`config.mk`:
```
export PLATFORM = sky130hd
export DESIGN_NAME = pipe_hazard_ctrl_flat
export DESIGN_NICKNAME = d
export VERILOG_FILES = /design/src/rtl/pipe_pkg.sv /design/src/rtl/pipe_hazard_ctrl_if.sv /design/src/rtl/pipe_hazard_ctrl_sat_counter.sv /design/src/rtl/pipe_hazard_ctrl.sv /design/src/flat_wrapper.sv
export SDC_FILE = /design/constraint.sdc
export NUM_CORES = 1
export LEC_CHECK = 0
export ABC_AREA = 1
export BUFFER_PORTS_ARGS = -buffer_cell sky130_fd_sc_hd__buf_2
export CORE_MARGIN = 2
export CORE_UTILIZATION = 35
export CTS_CLUSTER_DIAMETER = 200
export CTS_CLUSTER_SIZE = 30
export DETAILED_ROUTE_END_ITERATION = 10
export PLACE_DENSITY = 0.74
export REMOVE_ABC_BUFFERS = 1
export SYNTH_ARGS = -nofsm -noshare
export SYNTH_HDL_FRONTEND = slang
export SYNTH_SLANG_ARGS = --single-unit
```
`constraint.sdc`:
```
create_clock -name clk_i -period 2.56 [get_ports clk_i]
set_clock_uncertainty 0.2 [all_clocks]
set_input_delay 0.512 -clock clk_i [delete_from_list [all_inputs] [get_ports clk_i]]
set_output_delay 0.512 -clock clk_i [all_outputs]
set_load 0.005 [all_outputs]
```
`src/rtl/pipe_pkg.sv`:
```
// Shared definitions for the pipeline hazard/branch controller.
package pipe_pkg;

  localparam int REG_ADDR_W = 5;
  localparam int XLEN       = 32;

  // Global 2-bit saturating branch predictor states.
  typedef enum logic [1:0] {
    SNT = 2'b00,
    WNT = 2'b01,
    WT  = 2'b10,
    ST  = 2'b11
  } pred_state_t;

  // One saturating step of the predictor toward the resolved outcome.
  function automatic pred_state_t pred_step(input pred_state_t cur, input logic taken);
    pred_state_t nxt;
    case (cur)
      SNT:     nxt = taken ? WNT : SNT;
      WNT:     nxt = taken ? WT  : SNT;
      WT:      nxt = taken ? ST  : WNT;
      ST:      nxt = taken ? ST  : WT;
      default: nxt = WT;
    endcase
    return nxt;
  endfunction

endpackage

```
`src/rtl/pipe_hazard_ctrl_if.sv`:
```
// Pipeline-side signal bundle of the hazard/branch controller.
// The master modport is the pipeline datapath, the slave modport is the controller.
interface pipe_hazard_ctrl_if import pipe_pkg::*; #(
  parameter int CNT_W = 16
);

  // Inputs from the ID and EX stages.
  logic                  ID_Branch_i;
  logic [REG_ADDR_W-1:0] ID_RS1addr_i;
  logic [REG_ADDR_W-1:0] ID_RS2addr_i;
  logic [XLEN-1:0]       ID_PC_branch_i;
  logic                  EX_MemRead_i;
  logic [REG_ADDR_W-1:0] EX_RDaddr_i;
  logic                  EX_Branch_i;
  logic                  EX_Predict_Branch_i;
  logic                  EX_taken_i;
  logic [XLEN-1:0]       EX_PC_next_i;
  logic [XLEN-1:0]       EX_PC_branch_i;

  // Control and status outputs of the controller.
  logic                  pc_write_o;
  logic                  if_id_write_o;
  logic                  id_noop_o;
  logic                  if_id_flush_o;
  logic                  id_ex_flush_o;
  logic                  predict_taken_o;
  logic                  pc_redirect_o;
  logic [XLEN-1:0]       pc_redirect_addr_o;
  logic [CNT_W-1:0]      stall_cnt_o;
  logic [CNT_W-1:0]      mispredict_cnt_o;
  logic [1:0]            pred_state_o;

  modport master (
    output ID_Branch_i, ID_RS1addr_i, ID_RS2addr_i, ID_PC_branch_i,
           EX_MemRead_i, EX_RDaddr_i, EX_Branch_i, EX_Predict_Branch_i,
           EX_taken_i, EX_PC_next_i, EX_PC_branch_i,
    input  pc_write_o, if_id_write_o, id_noop_o, if_id_flush_o, id_ex_flush_o,
           predict_taken_o, pc_redirect_o, pc_redirect_addr_o,
           stall_cnt_o, mispredict_cnt_o, pred_state_o
  );

  modport slave (
    input  ID_Branch_i, ID_RS1addr_i, ID_RS2addr_i, ID_PC_branch_i,
           EX_MemRead_i, EX_RDaddr_i, EX_Branch_i, EX_Predict_Branch_i,
           EX_taken_i, EX_PC_next_i, EX_PC_branch_i,
    output pc_write_o, if_id_write_o, id_noop_o, if_id_flush_o, id_ex_flush_o,
           predict_taken_o, pc_redirect_o, pc_redirect_addr_o,
           stall_cnt_o, mispredict_cnt_o, pred_state_o
  );

endinterface

```
`src/rtl/pipe_hazard_ctrl_sat_counter.sv`:
```
// Saturating up-counter: sticks at all-ones instead of wrapping.
module sat_counter #(
  parameter int W = 16
) (
  input  logic         clk,
  input  logic         rst,
  input  logic         inc,
  output logic [W-1:0] count
);

  localparam logic [W-1:0] CNT_MAX = {W{1'b1}};
  localparam logic [W-1:0] CNT_ONE = {{(W-1){1'b0}}, 1'b1};

  // Count qualifying cycles, holding once the maximum is reached.
  always_ff @(posedge clk or posedge rst) begin
    if (rst) begin
      count <= '0;
    end else if (inc && (count != CNT_MAX)) begin
      count <= count + CNT_ONE;
    end
  end

endmodule

```
`src/rtl/pipe_hazard_ctrl.sv`:
```
// Hazard and branch controller for the 5-stage pipeline: load-use stalls,
// ID-stage branch prediction, EX-stage mispredict recovery, perf counters.
module pipe_hazard_ctrl import pipe_pkg::*; #(
  parameter int         CNT_W    = 16,
  parameter logic [1:0] PRED_RST = 2'b10
) (
  input logic               clk_i,
  input logic               rst_i,
  pipe_hazard_ctrl_if.slave bus
);

  pred_state_t pred_state;
  pred_state_t pred_next_state;
  logic        mispredict;
  logic        loaduse;
  logic        predict_taken;
  logic        stall_inc;
  logic        mispredict_inc;

  // Hazard conditions; x0 is hard-wired zero so it never creates a dependency.
  assign mispredict    = bus.EX_Branch_i & (bus.EX_Predict_Branch_i != bus.EX_taken_i);
  assign loaduse       = bus.EX_MemRead_i & (bus.EX_RDaddr_i != 5'd0) &
                         ((bus.EX_RDaddr_i == bus.ID_RS1addr_i) |
                          (bus.EX_RDaddr_i == bus.ID_RS2addr_i));
  assign predict_taken = pred_state[1];

  // A mispredict cycle counts only as a mispredict, never as a stall.
  assign stall_inc      = loaduse & ~mispredict;
  assign mispredict_inc = mispredict;

  // Predictor state register; trains on every resolved branch, stall or not.
  always_ff @(posedge clk_i or posedge rst_i) begin
    if (rst_i) begin
      pred_state <= pred_state_t'(PRED_RST);
    end else begin
      pred_state <= pred_next_state;
    end
  end

  // Predictor next state: saturating move toward the outcome of the EX branch.
  always_comb begin
    pred_next_state = pred_state;
    if (bus.EX_Branch_i) begin
      pred_next_state = pred_step(pred_state, bus.EX_taken_i);
    end else begin
      pred_next_state = pred_state;
    end
  end

  // Pipeline control, prioritised: reset, mispredict, load-use, predicted-taken branch.
  always_comb begin
    bus.pc_write_o         = 1'b1;
    bus.if_id_write_o      = 1'b1;
    bus.id_noop_o          = 1'b0;
    bus.if_id_flush_o      = 1'b0;
    bus.id_ex_flush_o      = 1'b0;
    bus.pc_redirect_o      = 1'b0;
    bus.pc_redirect_addr_o = 32'h0000_0000;
    if (rst_i) begin
      bus.if_id_flush_o = 1'b1;
      bus.id_ex_flush_o = 1'b1;
    end else if (mispredict) begin
      // The ID instruction is on the wrong path, so any load-use on it is moot.
      bus.if_id_flush_o      = 1'b1;
      bus.id_ex_flush_o      = 1'b1;
      bus.pc_redirect_o      = 1'b1;
      bus.pc_redirect_addr_o = bus.EX_taken_i ? bus.EX_PC_branch_i : bus.EX_PC_next_i;
    end else if (loaduse) begin
      // Freeze PC and IF/ID, inject a bubble into ID/EX; a branch in ID waits.
      bus.pc_write_o    = 1'b0;
      bus.if_id_write_o = 1'b0;
      bus.id_noop_o     = 1'b1;
    end else if (bus.ID_Branch_i && predict_taken) begin
      bus.pc_redirect_o      = 1'b1;
      bus.pc_redirect_addr_o = bus.ID_PC_branch_i;
      bus.if_id_flush_o      = 1'b1;
    end else begin
      bus.pc_write_o    = 1'b1;
      bus.if_id_write_o = 1'b1;
    end
  end

  assign bus.predict_taken_o = predict_taken;
  assign bus.pred_state_o    = pred_state;

  sat_counter #(.W(CNT_W)) u_stall_cnt (
    .clk   (clk_i),
    .rst   (rst_i),
    .inc   (stall_inc),
    .count (bus.stall_cnt_o)
  );

  sat_counter #(.W(CNT_W)) u_mispredict_cnt (
    .clk   (clk_i),
    .rst   (rst_i),
    .inc   (mispredict_inc),
    .count (bus.mispredict_cnt_o)
  );

endmodule

```
`src/flat_wrapper.sv`:
```
// flat-port wrapper written by rule: the top's interface ports become plain ports
module pipe_hazard_ctrl_flat import pipe_pkg::*;
#(
  parameter int         CNT_W    = 16,
  parameter logic [1:0] PRED_RST = 2'b10
)
  (clk_i, rst_i, bus_ID_Branch_i, bus_ID_RS1addr_i, bus_ID_RS2addr_i, bus_ID_PC_branch_i, bus_EX_MemRead_i, bus_EX_RDaddr_i, bus_EX_Branch_i, bus_EX_Predict_Branch_i, bus_EX_taken_i, bus_EX_PC_next_i, bus_EX_PC_branch_i, bus_pc_write_o, bus_if_id_write_o, bus_id_noop_o, bus_if_id_flush_o, bus_id_ex_flush_o, bus_predict_taken_o, bus_pc_redirect_o, bus_pc_redirect_addr_o, bus_stall_cnt_o, bus_mispredict_cnt_o, bus_pred_state_o);
  pipe_hazard_ctrl_if #(.CNT_W(CNT_W)) bus_i ();
  input logic clk_i;
  input logic rst_i;
  input wire logic [$bits(bus_i.ID_Branch_i)-1:0] bus_ID_Branch_i;
  input wire logic [$bits(bus_i.ID_RS1addr_i)-1:0] bus_ID_RS1addr_i;
  input wire logic [$bits(bus_i.ID_RS2addr_i)-1:0] bus_ID_RS2addr_i;
  input wire logic [$bits(bus_i.ID_PC_branch_i)-1:0] bus_ID_PC_branch_i;
  input wire logic [$bits(bus_i.EX_MemRead_i)-1:0] bus_EX_MemRead_i;
  input wire logic [$bits(bus_i.EX_RDaddr_i)-1:0] bus_EX_RDaddr_i;
  input wire logic [$bits(bus_i.EX_Branch_i)-1:0] bus_EX_Branch_i;
  input wire logic [$bits(bus_i.EX_Predict_Branch_i)-1:0] bus_EX_Predict_Branch_i;
  input wire logic [$bits(bus_i.EX_taken_i)-1:0] bus_EX_taken_i;
  input wire logic [$bits(bus_i.EX_PC_next_i)-1:0] bus_EX_PC_next_i;
  input wire logic [$bits(bus_i.EX_PC_branch_i)-1:0] bus_EX_PC_branch_i;
  output wire logic [$bits(bus_i.pc_write_o)-1:0] bus_pc_write_o;
  output wire logic [$bits(bus_i.if_id_write_o)-1:0] bus_if_id_write_o;
  output wire logic [$bits(bus_i.id_noop_o)-1:0] bus_id_noop_o;
  output wire logic [$bits(bus_i.if_id_flush_o)-1:0] bus_if_id_flush_o;
  output wire logic [$bits(bus_i.id_ex_flush_o)-1:0] bus_id_ex_flush_o;
  output wire logic [$bits(bus_i.predict_taken_o)-1:0] bus_predict_taken_o;
  output wire logic [$bits(bus_i.pc_redirect_o)-1:0] bus_pc_redirect_o;
  output wire logic [$bits(bus_i.pc_redirect_addr_o)-1:0] bus_pc_redirect_addr_o;
  output wire logic [$bits(bus_i.stall_cnt_o)-1:0] bus_stall_cnt_o;
  output wire logic [$bits(bus_i.mispredict_cnt_o)-1:0] bus_mispredict_cnt_o;
  output wire logic [$bits(bus_i.pred_state_o)-1:0] bus_pred_state_o;
  assign bus_i.ID_Branch_i = bus_ID_Branch_i;
  assign bus_i.ID_RS1addr_i = bus_ID_RS1addr_i;
  assign bus_i.ID_RS2addr_i = bus_ID_RS2addr_i;
  assign bus_i.ID_PC_branch_i = bus_ID_PC_branch_i;
  assign bus_i.EX_MemRead_i = bus_EX_MemRead_i;
  assign bus_i.EX_RDaddr_i = bus_EX_RDaddr_i;
  assign bus_i.EX_Branch_i = bus_EX_Branch_i;
  assign bus_i.EX_Predict_Branch_i = bus_EX_Predict_Branch_i;
  assign bus_i.EX_taken_i = bus_EX_taken_i;
  assign bus_i.EX_PC_next_i = bus_EX_PC_next_i;
  assign bus_i.EX_PC_branch_i = bus_EX_PC_branch_i;
  assign bus_pc_write_o = bus_i.pc_write_o;
  assign bus_if_id_write_o = bus_i.if_id_write_o;
  assign bus_id_noop_o = bus_i.id_noop_o;
  assign bus_if_id_flush_o = bus_i.if_id_flush_o;
  assign bus_id_ex_flush_o = bus_i.id_ex_flush_o;
  assign bus_predict_taken_o = bus_i.predict_taken_o;
  assign bus_pc_redirect_o = bus_i.pc_redirect_o;
  assign bus_pc_redirect_addr_o = bus_i.pc_redirect_addr_o;
  assign bus_stall_cnt_o = bus_i.stall_cnt_o;
  assign bus_mispredict_cnt_o = bus_i.mispredict_cnt_o;
  assign bus_pred_state_o = bus_i.pred_state_o;
  pipe_hazard_ctrl #(.CNT_W(CNT_W), .PRED_RST(PRED_RST)) u_core (.clk_i(clk_i), .rst_i(rst_i), .bus(bus_i));
endmodule
```
# After elaboration in Yosys (flattened, before gate mapping)

Index checks and enable logic that the tools add are counted.

Equal/unequal tests: 8
Add/sub/neg operators: 2
Reduce and logical (&&, ||, !) cells: 5
Mux-type cells: 23
Bitwise gates (word level): 6

Operators with widths:

| cell                                                             | count |
|---|---|
| 32-bit 2-to-1 mux                                                | 5 |
| 16-bit by 1-bit adder with 16-bit output (second input constant) | 2 |
| 16-bit inequality test (second input constant)                   | 2 |
| 1-bit 2-to-1 mux                                                 | 15 |
| 5-bit == test                                                    | 2 |
| 2-bit case mux with 4 select lines                               | 1 |
| 5-bit nonzero test                                               | 1 |
| 1-bit AND                                                        | 4 |
| 2-bit == test (second input constant)                            | 2 |
| 2-bit 2-to-1 mux                                                 | 2 |
| 1-bit logical AND                                                | 3 |
| 2-bit by 1-bit == test with 1-bit output (second input constant) | 1 |
| 2-bit zero test                                                  | 1 |
| 1-bit inequality test                                            | 1 |
| 1-bit inverter                                                   | 1 |
| 1-bit bitwise OR                                                 | 1 |

Word-level logic and storage cells: 47
Flip-flop bits (word level): 34
Input bits: 118
Output and inout port bits: 73

# Logic depth before layout (Yosys ltp)

Gate-level depths: netlist of the first run.

Depth in word-level cells: 6
Gate-level depth with buffers: 11
Depth with buffers taken out: 10

# Hierarchy

From an unflattened synthesis of the first run, not the netlist that was laid out.

Cell total of the unflattened synthesis: 526
Area, all modules: 3442.1 um2

By module, submodules not included:

| module           | cells an instance | area each (um2) | seq. area each (um2) | instances |
|---|---|---|---|---|
| sat_counter      | 150               | 1069.8          | 400.4                | 2 |
| pipe_hazard_ctrl | 226               | 1302.5          | 51.3                 | 1 |

# Least setup slack after synthesis of the first run

Ideal clock, no wire load.

Kind: input to output
Start: input port bus_EX_taken_i
End: output port bus_pc_redirect_addr_o[10]
Slack: 356 ps
Data required time: 1848 ps
Arrival: 1492 ps
Cell stages on the path: 7
Buffers on the path: 2
Cell sequence: buf_2 -> nand2_1 -> inv_2 -> nor3_4 -> inv_2 -> buf_2 -> a21oi_1

Longest elaborated chain between the ends: 4
Elaborated cells on any way between the ends: 5
Classes of those cells: eq/ne: 1; mux: 3; bitwise: 1

RTL lines:

| element               | line                   | RTL |
|---|---|---|
| start: declaration    | flat_wrapper.sv:19     | `input wire logic [$bits(bus_i.EX_taken_i)-1:0] bus_EX_taken_i;` |
| 1-bit inequality test | pipe_hazard_ctrl.sv:21 | `assign mispredict = bus.EX_Branch_i & (bus.EX_Predict_Branch_i != bus.EX_taken_i);` |
| 1-bit AND             | pipe_hazard_ctrl.sv:21 |  |
| 32-bit 2-to-1 mux (*) | pipe_hazard_ctrl.sv:62 | `end else if (mispredict) begin` |
| 32-bit 2-to-1 mux (*) | pipe_hazard_ctrl.sv:59 | `if (rst_i) begin` |
| end: declaration      | flat_wrapper.sv:29     | `output wire logic [$bits(bus_i.pc_redirect_addr_o)-1:0] bus_pc_redirect_addr_o;` |

Every way passes the cells marked *; elsewhere a longest branch is shown, timed or not.

# Final worst setup path of the first run

Start: input port bus_EX_RDaddr_i[3]
End: output port bus_pc_redirect_addr_o[5]

Longest elaborated chain between the ends: 6
Elaborated cells on any way between the ends: 9
Classes of those cells: eq/ne: 2; mux: 3; bitwise: 3; reduce/logical: 1

RTL lines:

| element                                              | line                                           | RTL |
|---|---|---|
| start: declaration                                   | flat_wrapper.sv:16                             | `input wire logic [$bits(bus_i.EX_RDaddr_i)-1:0] bus_EX_RDaddr_i;` |
| 5-bit == test (tied with other cells)                | pipe_hazard_ctrl.sv:23                         | `((bus.EX_RDaddr_i == bus.ID_RS1addr_i) \|` |
| 1-bit bitwise OR / 1-bit AND (equally long branches) | pipe_hazard_ctrl.sv:23, pipe_hazard_ctrl.sv:22 |  |
| 1-bit AND (*)                                        | pipe_hazard_ctrl.sv:22                         | `assign loaduse = bus.EX_MemRead_i & (bus.EX_RDaddr_i != 5'd0) &` |
| 32-bit 2-to-1 mux (*)                                | pipe_hazard_ctrl.sv:68                         | `end else if (loaduse) begin` |
| 32-bit 2-to-1 mux (*)                                | pipe_hazard_ctrl.sv:62                         |  |
| 32-bit 2-to-1 mux (*)                                | pipe_hazard_ctrl.sv:59                         |  |

Marked as above.

==> run_results.csv, run 1 <==
group,metric,value,unit
worst_setup_path,timing.critical_path.buf_inv,4,
timing,setup_violations,0,
timing,slew_headroom,71.16,%
worst_setup_path,cell_with_the_most_instances_on_the_worst_path,"nand2_1",
power_and_ir_drop,fin_total_pwr,1936,uW
worst_setup_path,max_stage_delay,200,ps
cells_and_area,antenna-diode-count,0,
cts,holdBufCountCts,0,
place,gp_congestion,0.9663,
cells_and_area,area_overhead_of_the_layout_relative_to_synthesis,39.71,%
worst_setup_path,r2r_slack,460,ps
global_route,grt_max_degree,35,
yosys,synth_adder_area_share,0.8087,%
job,maxCapViolations,0,
timing,setup_repair_after_global_routing_missed_its_margin,"true",
worst_setup_path,rr_endpoint,"u_core.u_mispredict_cnt.count[2]",
cts,number_of_post_cts_setup_repair_buffers,0,
cells_and_area,final_cell_mix,"190 x buf_2, 183 x nand2_1, 64 x a21oi_1",
global_route,antenna_found_initial,0,
worst_setup_path,cp_cell_sequence,"buf_2 > inv_1 > nand2_1 > nand2_1 > nor2_1 > nand3_1 > nand2_1 > nand2_1 > nand2_2 > clkbuf_16 > a21oi_2 > buf_2",
power_and_ir_drop,comb_power_share,41.7,%
route,drt.antenna.violating_nets,0,
power_and_ir_drop,swShare,38.43,%
yosys,synth_xor_area_share,7.926,%
power_and_ir_drop,sequentialPowerShare,38.4,%
timing,timing_worst_slew_pin_value,432.7,ps
worst_setup_path,timing.critical_path.max_delay_family,"simple AND/OR/NAND/NOR gates",
place,placed_cells,785,
yosys,synthMuxAreaShare,0,%
power_and_ir_drop,vdd.ir_drop.worst,531.4,uV
power_and_ir_drop,p_leak,0.002418,uW
floorplanning,dieArea,9609,sq um
worst_setup_path,cp_num_cells,12,
timing,final.period_utilization,97.63,%
cts,clk_transition_reported_paths,60,ps
cells_and_area,fraction_of_final_layout_cells_sized_beyond_drive_strength_1,33.82,%
cells_and_area,final_nets,805,
yosys,netlist_instances,499,
cells_and_area,final_common_cell,"buf_2",
route,via_per_inst,5.034,
worst_setup_path,crit_type,"in -> out",
route,number_of_remaining_drc_errors,0,
route,dr.pass1.iters,6,
yosys,compound_gate_portion_of_the_synthesized_area,19.29,%
timing,finalHoldViolations,0,
timing,worst_hold_slack,255.7,ps
yosys,ys_ff_latch,34,
worst_setup_path,critPathCaptureType,"primary output",
worst_setup_path,cp-startpoint,"bus_EX_RDaddr_i[3]",
timing,timing.final.crit_period,2499,ps
cells_and_area,final-instance-count-excl-fill,794,
cts,cts_htree_levels,2,
cts,tritoncts,"yes",
cells_and_area,finish.utilization,50.06,%
cts,cts.root.buffer_cell,"clkbuf_8",
power_and_ir_drop,cellPowerDensity,447.9,nW/um^2
yosys,main_combinational_cell_family_by_area_after_synthesis,"simple AND/OR/NAND/NOR gates",
floorplanning,fp.dieH,98.03,um
floorplanning,num_io_pins,191,
yosys,synth-simple-area-share,33.89,%
global_route,grt_pass1_vias,3683,
power_and_ir_drop,cellInternalPower,1192,uW
floorplanning,chipWidth,98.03,um
yosys,post_synth_num_cell_types,30,
outcome,run_status,"completed",
place,io_buffer_count,190,
timing,final-max-slew-violation-count,0,
route,wire_per_inst,13.68,um
worst_setup_path,reg2reg_depth,8,
worst_setup_path,worstReg2RegStart,"u_core.u_mispredict_cnt.count[1]",
worst_setup_path,critical_path_peak_fanout,17,
worst_setup_path,cp-start-kind,"input pin",
floorplanning,placement_rows,34,
worst_setup_path,setup.worst_path.end,"bus_pc_redirect_addr_o[5]",
global_route,grt_first_pass_wirelength,17.41,mm
route,detailedRoute.firstIterationViolations,104,
yosys,post_synth_instance_area,3094,sq um
floorplanning,initial_core_util,35.83,%
worst_setup_path,timing.critical_path.required,1850,ps
timing,timing.setup.tns,0,ps
timing,fmax,400.1,MHz
yosys,yosys_warnings,0,
global_route,groute.usage.overall,21.36,%
worst_setup_path,data_arrival_at_the_endpoint_of_the_critical_path,1790,ps
cts,clock_sink_count,34,
power_and_ir_drop,clockPowerShare,19.9,%
global_route,globalRouteOverflowTotal,0,
route,route.vias.total,3997,
cts,clk-insertion-delay-late,280,ps
worst_setup_path,library_cell_contributing_the_largest_single_delay_on_the_critical_path,"clkbuf_16",
power_and_ir_drop,power.net_switching,744.2,uW
yosys,synth.avg_cell_area,6.201,sq um
cts,clockBufferDepth,2,
route,drt-total-wl,10.86,mm
min_path,worstHoldPathType,"in -> reg",
floorplanning,design.core.area,8636,sq um
cts,tritoncts_buffers,5,
yosys,synth.yosys.seq_area_share,27.54,%
place,place_hpwl,8.396,mm
## how the worst min path moves through the flow
stage | startpoint | to | cells after the start
after CTS | bus_EX_Branch_i | u_core.bus.pred_state_o[0] | 2
after global routing | bus_EX_Branch_i | u_core.bus.pred_state_o[0] | 2
final | bus_EX_Branch_i | u_core.bus.pred_state_o[0] | 2
after global placement | u_core.u_mispredict_cnt.count[8] | u_core.u_mispredict_cnt.count[8] | 1
after detailed placement | u_core.u_mispredict_cnt.count[4] | u_core.u_mispredict_cnt.count[4] | 1
after floorplan | u_core.u_mispredict_cnt.count[4] | u_core.u_mispredict_cnt.count[4] | 1
## flip-flops by register name, summed over array words and instances (netlist names)
| name | flops |
|---|---|
| u_core.u_stall_cnt.count | 16 |
| u_core.u_mispredict_cnt.count | 16 |
| u_core.bus.pred_state_o | 2 |
## power groups by stage
stage	Clock (uW)	Combinational, uW	Sequential, uW
finish	384	808	744
global route	424	909	762
CTS	396	781	744
detailed placement	0	775	752
global placement	0	754	749
floorplan	0	377	742
## timing repair
action / in CTS / in global routing
gates resized for setup: 0 / 9
endpoints found under the setup margin: 0 / 23
hold endpoints to repair: 0 / 0
## area by class of cell
cell class	count	area [sq um]
fillers	911	4313
multi-input cells	390	1931
flip-flops and latches	34	852.1
inverters	46	172.7
repair buffers	208	1152
clock buffers	8	80.08
well taps	108	135.1
## stage by stage
| step | worst slack (ps) | area (sq um) |
|---|---|---|
| floorplan | -208.3 | 2940 |
| global placement | 137.8 | 4192 |
| detailed placement | 97.33 | 4192 |
| CTS | 85.15 | 4272 |
| global route | -12.90 | 4323 |
| finish | 60.64 | 4323 |
## cells by family after synthesis
group	after synthesis
AO/OA/AOI/OAI	111
XOR/XNOR	28
adder cells (fa/ha/maj)	2
buffers and inverters	75
flip-flops	34
AND/OR/NAND/NOR	249
## routing by layer
layer / share of wire, % / up-vias / track usage (%)
li1: - / 1996 / -
met4: 3.9 / 0 / 8.654
met1: 40 / 1767 / 27.60
met2: 49 / 197 / 35.93
met3: 7.0 / 37 / 3.006
met5: 0 / - / 0
## synthesized netlist by cell type, drive strengths merged
cell type,instances,area share (%)
and2,1,0.20
dfrtp,33,27
nand3,15,2.6
nand2,185,23
ha,2,0.81
nor2,29,4.0
xor2,17,4.8
nand4,6,1.7
a21oi,66,11
clkbuf,6,0.73
inv,46,5.6
o21ai,12,1.9
dfstp,1,0.85
nand3b,1,0.24
buf,23,4.2
xnor2,11,3.1
nor3,12,2.6
o22ai,33,6.7
Power figures use the tool's default switching activity.
==> run 2, diff against run 1 <==
- CELL_PAD_IN_SITES_DETAIL_PLACEMENT: default -> 1
- CELL_PAD_IN_SITES_GLOBAL_PLACEMENT: default -> 1
- CORE_UTILIZATION: 35 -> 28
- PLACE_DENSITY: 0.74 -> 0.88
==> run 2 against run 1 <==
  * Largest cell class unchanged
  * Die area rose by 24%
  * Maximum frequency up 1.7%
  * Register-to-register slack lost 50 ps
  * First-iteration DRC count rose to 2.7 times the previous value
  * Hold slack got worse by 14 ps
  * Highest routed layer is now met5
  * Total power increased by 8.8%
  * Cell count up 4.3%
  * Sequential share of layout area shrank 0.86 points
  * Sequential power increased by 0.5%
  * Global-route usage shrank 1.2 points
  * Non-clock buffer count is 2 higher
==> run_results.csv, run 2 (same netlist as run 1, synthesis figures left out) <==
group,metric,value,unit
timing,timing.setup.tns,0,ps
cts,clk_transition_reported_paths,70,ps
worst_setup_path,data_arrival_at_the_endpoint_of_the_critical_path,1750,ps
route,number_of_remaining_drc_errors,0,
min_path,worstHoldStart,"bus_EX_Branch_i",
worst_setup_path,timing.critical_path.required,1850,ps
route,dr.pass1.iters,5,
route,drt-total-wl,13.10,mm
timing,slew_headroom,67.21,%
worst_setup_path,critical_path_peak_fanout,34,
cells_and_area,multiInputGateArea,1992,sq um
floorplanning,design.core.area,10790,sq um
cts,cts.root.buffer_cell,"clkbuf_8",
cts,clock_sink_count,34,
cts,tritoncts_buffers,5,
power_and_ir_drop,cellPowerDensity,466.0,nW/um^2
cells_and_area,final_nets,807,
job,maxCapViolations,0,
worst_setup_path,cp_cell_sequence,"buf_2 > nor2_2 > nor3_4 > nor2_2 > buf_12 > o22ai_1 > a21oi_1 > buf_2",
place,place_hpwl,9.791,mm
timing,final.period_utilization,95.98,%
floorplanning,num_io_pins,191,
floorplanning,initial_core_util,28.67,%
global_route,grt_use_met2,39.44,%
worst_setup_path,rr_endpoint,"u_core.u_mispredict_cnt.count[2]",
min_path,min_to,"u_core.bus.pred_state_o[0]",
cells_and_area,antenna-diode-count,0,
worst_setup_path,max_stage_delay,290,ps
cts,cts_htree_levels,2,
worst_setup_path,crit_type,"in -> out",
global_route,global_route.usage.met1,21.67,%
floorplanning,placement_rows,38,
min_path,min_path_cells,2,
global_route,groute.usage.overall,20.18,%
worst_setup_path,worstReg2RegStart,"u_core.u_mispredict_cnt.count[1]",
cts,tritoncts,"yes",
route,route.vias.total,4176,
route,detailedRoute.firstIterationViolations,279,
global_route,grt_busiest_layer,"met2",
place,io_buffer_count,190,
power_and_ir_drop,vdd.ir_drop.worst,405.7,uV
timing,finalHoldViolations,0,
worst_setup_path,timing.critical_path.buf_inv,3,
place,gp_congestion,0.8399,
outcome,run_status,"completed",
global_route,grt_pass1_vias,4027,
cells_and_area,final_cell_mix,"190 x buf_2, 181 x nand2_1, 65 x a21oi_1",
place,placed_cells,815,
timing,final-max-slew-violation-count,0,
cts,clk-insertion-delay-late,290,ps
cells_and_area,final_common_cell,"buf_2",
floorplanning,dieArea,11910,sq um
route,drt.antenna.violating_nets,0,
route,wire_per_inst,15.82,um
power_and_ir_drop,p_leak,0.002510,uW
timing,timing_worst_slew_pin_value,491.8,ps
global_route,globalRouteOverflowTotal,0,
worst_setup_path,critPathCaptureType,"primary output",
worst_setup_path,reg2reg_depth,8,
cts,clockBufferDepth,2,
worst_setup_path,r2r_slack,410,ps
floorplanning,fp.dieH,109.1,um
cells_and_area,area.sequential,852.1,sq um
cells_and_area,final-instance-count-excl-fill,828,
global_route,gr-usage-met3,3.586,%
cells_and_area,area_overhead_of_the_layout_relative_to_synthesis,46.10,%
route,via_per_inst,5.043,
global_route,antenna_found_initial,1,
timing,timing.final.crit_period,2457,ps
timing,setup_violations,0,
global_route,grt_first_pass_wirelength,19.22,mm
global_route,grt_max_degree,36,
floorplanning,chipWidth,109.1,um
worst_setup_path,timing.critical_path.max_delay_family,"buffers and inverters",
min_path,worstHoldPathType,"in -> reg",
cts,holdBufCountCts,0,
worst_setup_path,library_cell_contributing_the_largest_single_delay_on_the_critical_path,"nor3_4",
timing,fmax,407.0,MHz
cells_and_area,finish.utilization,41.89,%
worst_setup_path,cp-start-kind,"input pin",
cells_and_area,n_fill_cell,1491,
cells_and_area,fraction_of_final_layout_cells_sized_beyond_drive_strength_1,35.47,%
==> run 2: repair_timing <==
item / CTS / global route
endpoints found under the setup margin: 4 / 36
buffers inserted: 0 / 1
pin swaps: 0 / 1
gates cloned: 0 / 4
gates resized for setup: 5 / 11
==> run 2: layer usage <==
metal	vias to the layer above	share of wire, %
li1	1997	-
met1	2013	38
met2	145	53
met3	19	7.1
met4	2	1.6
met5	-	0.084
==> run 2: final cells by class <==
| cell class | count | share of cell area [%] |
|---|---|---|
| multi-input combinational | 390 | 44.06 |
| tap | 140 | 3.875 |
| inverter | 46 | 3.820 |
| sequential | 34 | 18.85 |
| timing repair buffer | 210 | 26.96 |
| clock buffer | 8 | 2.436 |
==> run 2: how the worst max path moves through the flow <==
stage                  startpoint                    endpoint  depth (start not counted)
6_report           bus_EX_taken_i   bus_pc_redirect_addr_o[7]                          8
5_1_grt        bus_EX_RDaddr_i[2]   bus_pc_redirect_addr_o[2]                         12
4_1_cts            bus_EX_taken_i  bus_pc_redirect_addr_o[26]                          8
3_5_place_dp       bus_EX_taken_i  bus_pc_redirect_addr_o[26]                          8
3_3_place_gp       bus_EX_taken_i  bus_pc_redirect_addr_o[26]                          8
2_1_floorplan     bus_EX_Branch_i           bus_if_id_write_o                          6
==> run 2: where the power goes <==
| part | internal (uW) | switching, uW | total, uW | leakage, uW |
|---|---|---|---|---|
| logic | 400 | 483 | 883 | 0.00201 |
| clock network | 272 | 204 | 476 | 0.0000575 |
| registers | 632 | 116 | 748 | 0.000445 |
==> run 2: through the flow <==
stage          power, uW  setup slack, ps  hold slack (ps)  area [sq um]
3_3_place_gp        1518           -32.00            315.3          4254
4_1_cts             2063            9.466            232.9          4395
2_1_floorplan       1119           -208.3            302.5          2940
6_report            2107            102.8            242.0          4521
3_5_place_dp        1559           -54.33            316.5          4254
5_1_grt             2264           -8.962            261.0          4521
